$ cat config.mk
export PLATFORM = sky130hd
export DESIGN_NAME = output_selector
export DESIGN_NICKNAME = d
export VERILOG_FILES = /design/src/rtl/output_selector.sv
export SDC_FILE = /design/constraint.sdc
export NUM_CORES = 1
export LEC_CHECK = 0
export ABC_CLOCK_PERIOD_IN_PS = 1780
export BUFFER_PORTS_ARGS = -buffer_cell sky130_fd_sc_hd__buf_2
export CORE_ASPECT_RATIO = 0.8
export CORE_MARGIN = 2
export CORE_UTILIZATION = 40
export DETAILED_ROUTE_END_ITERATION = 10
export GPL_TIMING_DRIVEN = 0
export PLACE_DENSITY = 0.64
export SYNTH_ARGS = -nofsm -noshare
export SYNTH_HDL_FRONTEND = slang
export SYNTH_SLANG_ARGS = --single-unit
$ cat constraint.sdc
create_clock -name clk -period 1.78 [get_ports clk]
set_clock_uncertainty 0.15 [all_clocks]
set_input_delay 0.267 -clock clk [delete_from_list [all_inputs] [get_ports clk]]
set_output_delay 0.267 -clock clk [all_outputs]
set_load 0.005 [all_outputs]
$ cat src/rtl/output_selector.sv
// ============================================================================
// Module   : output_selector
// Brief    : Routes an 8-bit stream into one of two single-word output slots,
//            with per-slot valid/ack handshake and accept counters.
// Revision : 1.0
// ============================================================================
`default_nettype none

module output_selector (
   input  logic       clk,
   input  logic       rst,
   input  logic       swc,
   input  logic [7:0] in,
   input  logic       in_valid,
   output logic       in_ready,
   output logic [7:0] out0,
   output logic       out0_valid,
   input  logic       out0_ack,
   output logic [7:0] out1,
   output logic       out1_valid,
   input  logic       out1_ack,
   output logic [7:0] cnt0,
   output logic [7:0] cnt1
);

   typedef enum logic {
      ST_EMPTY = 1'b0,
      ST_FULL  = 1'b1
   } slot_state_t;

   slot_state_t st0_q, st0_d;
   slot_state_t st1_q, st1_d;
   logic [7:0]  data0_q, data0_d;
   logic [7:0]  data1_q, data1_d;
   logic [7:0]  cnt0_q, cnt0_d;
   logic [7:0]  cnt1_q, cnt1_d;

   logic w_sel_full;
   logic w_sel_ack;
   logic w_accept;
   logic w_wr0;
   logic w_wr1;
   logic w_drain0;
   logic w_drain1;

   // A full slot can take a new word only in the cycle its consumer empties it.
   assign w_sel_full = swc ? (st1_q == ST_FULL) : (st0_q == ST_FULL);
   assign w_sel_ack  = swc ? out1_ack : out0_ack;
   assign in_ready   = ~w_sel_full | w_sel_ack;
   assign w_accept   = in_valid & in_ready;
   assign w_wr0      = w_accept & ~swc;
   assign w_wr1      = w_accept &  swc;
   assign w_drain0   = (st0_q == ST_FULL) & out0_ack;
   assign w_drain1   = (st1_q == ST_FULL) & out1_ack;

   always_ff @(posedge clk or posedge rst) begin
      if (rst) begin
         st0_q   <= ST_EMPTY;
         st1_q   <= ST_EMPTY;
         data0_q <= 8'h00;
         data1_q <= 8'h00;
         cnt0_q  <= 8'h00;
         cnt1_q  <= 8'h00;
      end else begin
         st0_q   <= st0_d;
         st1_q   <= st1_d;
         data0_q <= data0_d;
         data1_q <= data1_d;
         cnt0_q  <= cnt0_d;
         cnt1_q  <= cnt1_d;
      end
   end

   always_comb begin
      st0_d   = st0_q;
      st1_d   = st1_q;
      data0_d = data0_q;
      data1_d = data1_q;
      cnt0_d  = cnt0_q;
      cnt1_d  = cnt1_q;

      case (st0_q)
         ST_EMPTY: if (w_wr0) st0_d = ST_FULL;
         ST_FULL:  if (w_drain0 && !w_wr0) st0_d = ST_EMPTY;
         default:  st0_d = ST_EMPTY;
      endcase

      case (st1_q)
         ST_EMPTY: if (w_wr1) st1_d = ST_FULL;
         ST_FULL:  if (w_drain1 && !w_wr1) st1_d = ST_EMPTY;
         default:  st1_d = ST_EMPTY;
      endcase

      // Data holds its last value after a drain; only a write replaces it.
      if (w_wr0) begin
         data0_d = in;
         cnt0_d  = cnt0_q + 8'd1;
      end
      if (w_wr1) begin
         data1_d = in;
         cnt1_d  = cnt1_q + 8'd1;
      end
   end

   assign out0       = data0_q;
   assign out1       = data1_q;
   assign out0_valid = (st0_q == ST_FULL);
   assign out1_valid = (st1_q == ST_FULL);
   assign cnt0       = cnt0_q;
   assign cnt1       = cnt1_q;

endmodule

`default_nettype wire

## Word-level counts from Yosys, hierarchy flattened

Cells that the tools add are included.

| operators by class | value |
|---|---|
| add/subtract/negate cells | 2 |
| $mul | 0 |
| divide/modulo/power cells | 0 |
| $lt $le $gt $ge | 0 |
| eq/ne operators | 0 |
| shift-type cells | 0 |
| multiplexer cells | 8 |
| bitwise logic cells | 10 |
| reduce and logical (&&, ||, !) cells | 4 |

Operators by type and width:

| kind | number |
|---|---|
| 8-bit by 1-bit adder with 8-bit output (second input constant) | 2 |
| 1-bit 2-to-1 mux | 6 |
| 1-bit AND | 5 |
| 1-bit NOT | 4 |
| 1-bit case mux with 2 select lines | 2 |
| 1-bit logical AND | 2 |
| 1-bit zero test | 2 |
| 1-bit OR | 1 |

| word-level totals | value |
|---|---|
| flip-flop bits (word level) | 34 |
| latch bits | 0 |
| RAM bits | 0 |
| memory bits (read-only) | 0 |
| bits of input ports | 14 |
| output and inout port bits | 35 |
| logic and storage cells | 30 |
| memories kept | 0 |

## Logic depth before layout (Yosys ltp)

| depth | value |
|---|---|
| depth in word-level cells | 9 |
| gate-level depth with buffers | 6 |
| depth with buffers taken out | 4 |

## Worst setup path after synthesis

Ideal clock, no wire load.

| path | value |
|---|---|
| path kind | reg2reg |
| start | register st1_q (netlist: out1_valid) |
| end | register data1_q[0] (netlist: out1[0]) |
| library setup time | 0.125 ns |
| arrival | 1.192 ns |
| required time | 1.505 ns |
| setup slack | 0.313 ns |
| cell stages (with the launch flop) | 6 |
| buffers on the path | 2 |
| period minus slack after synthesis | 1.467 ns |
| cells stage by stage | dfrtp_1 -> nand2b_1 -> nor2b_1 -> buf_6 -> buf_6 -> mux2_2 |

| on the way | value |
|---|---|
| cells in the longest elaborated chain, start to end | 5 |

Ends and longest elaborated chain:

| item | RTL line | RTL |
|---|---|---|
| start: declaration | 32 | `slot_state_t st1_q, st1_d;` |
| start signal: assignment | 66 | `st1_q <= st1_d;` |
| 1-bit 2-to-1 mux | 47 | `assign w_sel_full = swc ? (st1_q == ST_FULL) : (st0_q == ST_FULL);` |
| 1-bit NOT | 49 | `assign in_ready = ~w_sel_full \| w_sel_ack;` |
| 1-bit OR | 49 |  |
| 1-bit AND | 50 | `assign w_accept = in_valid & in_ready;` |
| 1-bit AND | 52 | `assign w_wr1 = w_accept & swc;` |
| end signal: assignment | 68 | `data1_q <= data1_d;` |
| end: declaration | 34 | `logic [7:0] data1_q, data1_d;` |

Every way passes these cells.
A chain may end at the register's enable or synchronous reset.

## Worst setup path in the final report

Ends and elaborated chain as after synthesis.

==> reports/metrics.cfg <==
[clock_tree]
cts_setup_buffers=0
cts_tree=built
cts_max_path_buffers=2
clkTransAtPathRegs_ns=0.06
clock_latency_ns=0.28
cts_sinks=34
numCtsBuffers=5
cts_root_buf=clkbuf_8
htreeDepth=2

[synth]
yosys.area_share.simple_pct=10.0
syn_inst=102
muxShareOfSynthArea_pct=15.3
syn-num-nets=118
synth_top_family_by_area=multiplexers
synthAdderAreaFrac_pct=1.79
synth_compound_area_share_pct=0
syn_avg_cell_area_um2=13.7
seq_area_frac_synth_pct=60.8
netlist_area_um2=1400
synth_xor_area_share_pct=8.77
yosysWarnings=0
ys_ff_latch=34
yosysUniqueCellTypes=20

[die]
core_um2=3400
fp-row-count=19
dieArea_um2=3990
die_h_um=56.9
start_util_pct=41.1
ios=49
die_w_um=70.1

[sta]
setup_viol=0
hold_viol_final=0
relSlewSlack_pct=62.5
drv_slew=0
setup_slack_ns=0.211
worstMarginPinSlew_ns=0.558
fin_setup_tns_ns=0
timing.final.crit_share_pct=88.1
fin_crit_ns=1.57
rsz0062_at_grt=no
maxClockFrequency_ghz=0.638
fin_hold_ws_ns=0.0816

[detailed_routing]
wl_per_cell_um=13.0
ant_nets=0
dr.first_iter.drc_count=25
drc=0
via_per_inst=4.83
drtPass1Iterations=4
via_count=971
wl_um=2620

[layout]
final_cell_mix=buf_2, dfrtp_1, mux2_2
syn2layout_area_growth_pct=29.1
stdcell_area_um2=1810
nets=175
n_antenna_cell=0
fill_cells=304
register_area_um2=851
multi_input_area_um2=502
final_common_cell=buf_2
drive_gt1_share_pct=48.4

[pwr]
power_density_nw_per_um2=1250
leakage_nw=0.887
vdd_drop_max_uv=698

[place]
gp_congestion=0.799
place_area_um2=1690
place_ws_ns=0.0965
port_buffers=48

[setup_path]
path_max_fanout=10
reg2reg_depth=5
worstPathArrival_ns=1.58
crit_type=reg -> reg
ff2ff_setup_slack_ns=0.21
end_kind=flip-flop
worstReg2RegEnd=out1[0]$_DFFE_PP0P_
cp-start-kind=flip-flop
r2r-start=out1_valid$_DFF_PP0_
cp.required_ns=1.79

[job]
cap_violations=0

[grt]
grt_overflow_total=0
grt_pass1_vias=975
antenna_found_initial=0
grt_start_max_net_pins=35
grt_pass1_wl_um=4360
track_usage_pct=14.5

[worst_hold_path]
hold_start=in[1]
hold_path_depth=2
min_path_type=in -> reg
holdPathEnd=out0[1]$_DFFE_PP0P_

[status]
status=complete, no violations

## critical path: stages, from the launching register on
cell and delay, ns:
dfrtp_1 0.38, nand2b_1 0.10, nor2b_1 0.17, buf_6 0.16, buf_6 0.15, mux2_2 0.34
## flip-flops by register name (all words and copies together), names as in the netlist
| name | flops |
|---|---|
| out0 | 8 |
| out1 | 8 |
| cnt1 | 8 |
| cnt0 | 8 |
| out0_valid | 1 |
| out1_valid | 1 |
## power by group
group / leakage, nW / internal [W] / switching (W)
sequential: 0.410 / 0.000976 / 0.000183
combinational: 0.439 / 0.000340 / 0.000248
clock: 0.0383 / 0.000269 / 0.000244
## per-layer routing
layer	global-route usage (%)	part of all wire [%]	vias to the layer above	wire [um]
li1	-	-	455	-
met1	16.1	43	488	1130
met2	25.4	51	24	1330
met3	4.31	4.4	4	114
met4	7.42	1.5	0	40
met5	0	0	-	0
## timing repair
action,4_1_cts,5_1_grt
hold buffers,0,1
resized for setup,0,0
hold endpoints to repair,0,13
## cells in the mapped netlist
master | n | area, um2
and3_1 | 2 | 12.5
nor2_1 | 1 | 3.75
dfrtp_1 | 34 | 851
nor4_1 | 1 | 6.26
xnor2_1 | 10 | 87.6
xor2_1 | 4 | 35.0
nor2b_1 | 1 | 6.26
nor4b_1 | 1 | 8.76
nand2b_1 | 2 | 12.5
nand2_1 | 6 | 22.5
nand3b_2 | 1 | 11.3
and4_1 | 1 | 8.76
buf_2 | 1 | 5.00
nor3_1 | 2 | 10.0
inv_1 | 5 | 18.8
buf_6 | 2 | 22.5
nand3_1 | 5 | 25.0
mux2_2 | 19 | 214
ha_1 | 2 | 25.0
nand4_1 | 2 | 12.5
## worst max-delay path by stage
| stage | startpoint | to |
|---|---|---|
| floorplan | out1_valid$_DFF_PP0_ | out1[0]$_DFFE_PP0P_ |
| global placement | out0_ack | out0[2]$_DFFE_PP0P_ |
| detailed placement | out0_ack | out0[3]$_DFFE_PP0P_ |
| CTS | out1_valid$_DFF_PP0_ | out1[0]$_DFFE_PP0P_ |
| global route | cnt0[2]$_DFFE_PP0P_ | cnt0[5]$_DFFE_PP0P_ |
| finish | out1_valid$_DFF_PP0_ | out1[0]$_DFFE_PP0P_ |
## per-stage QoR
stage,util [%],total power (W),instances
CTS,52.0,0.00228,199
finish,53.1,0.00226,201
global placement,49.8,0.00173,192
floorplan,-,0.00146,102
global route,53.1,0.00241,201
detailed placement,49.8,0.00176,192
## area by class of cell
cell class | instances | area share (%)
multi-input combinational | 60 | 27.8
inverter | 5 | 1.04
sequential | 34 | 47.1
buffer | 3 | 1.52
clock buffer | 7 | 4.23
timing repair buffer | 50 | 15.4
tap | 42 | 2.91
## logic make-up after synthesis
kind of cell / after synthesis
simple gates: 25
xor+xnor: 14
buf+inv: 8
fa+ha+maj: 2
flops: 34
mux: 19
No activity file was read; power rests on OpenSTA's default activity.
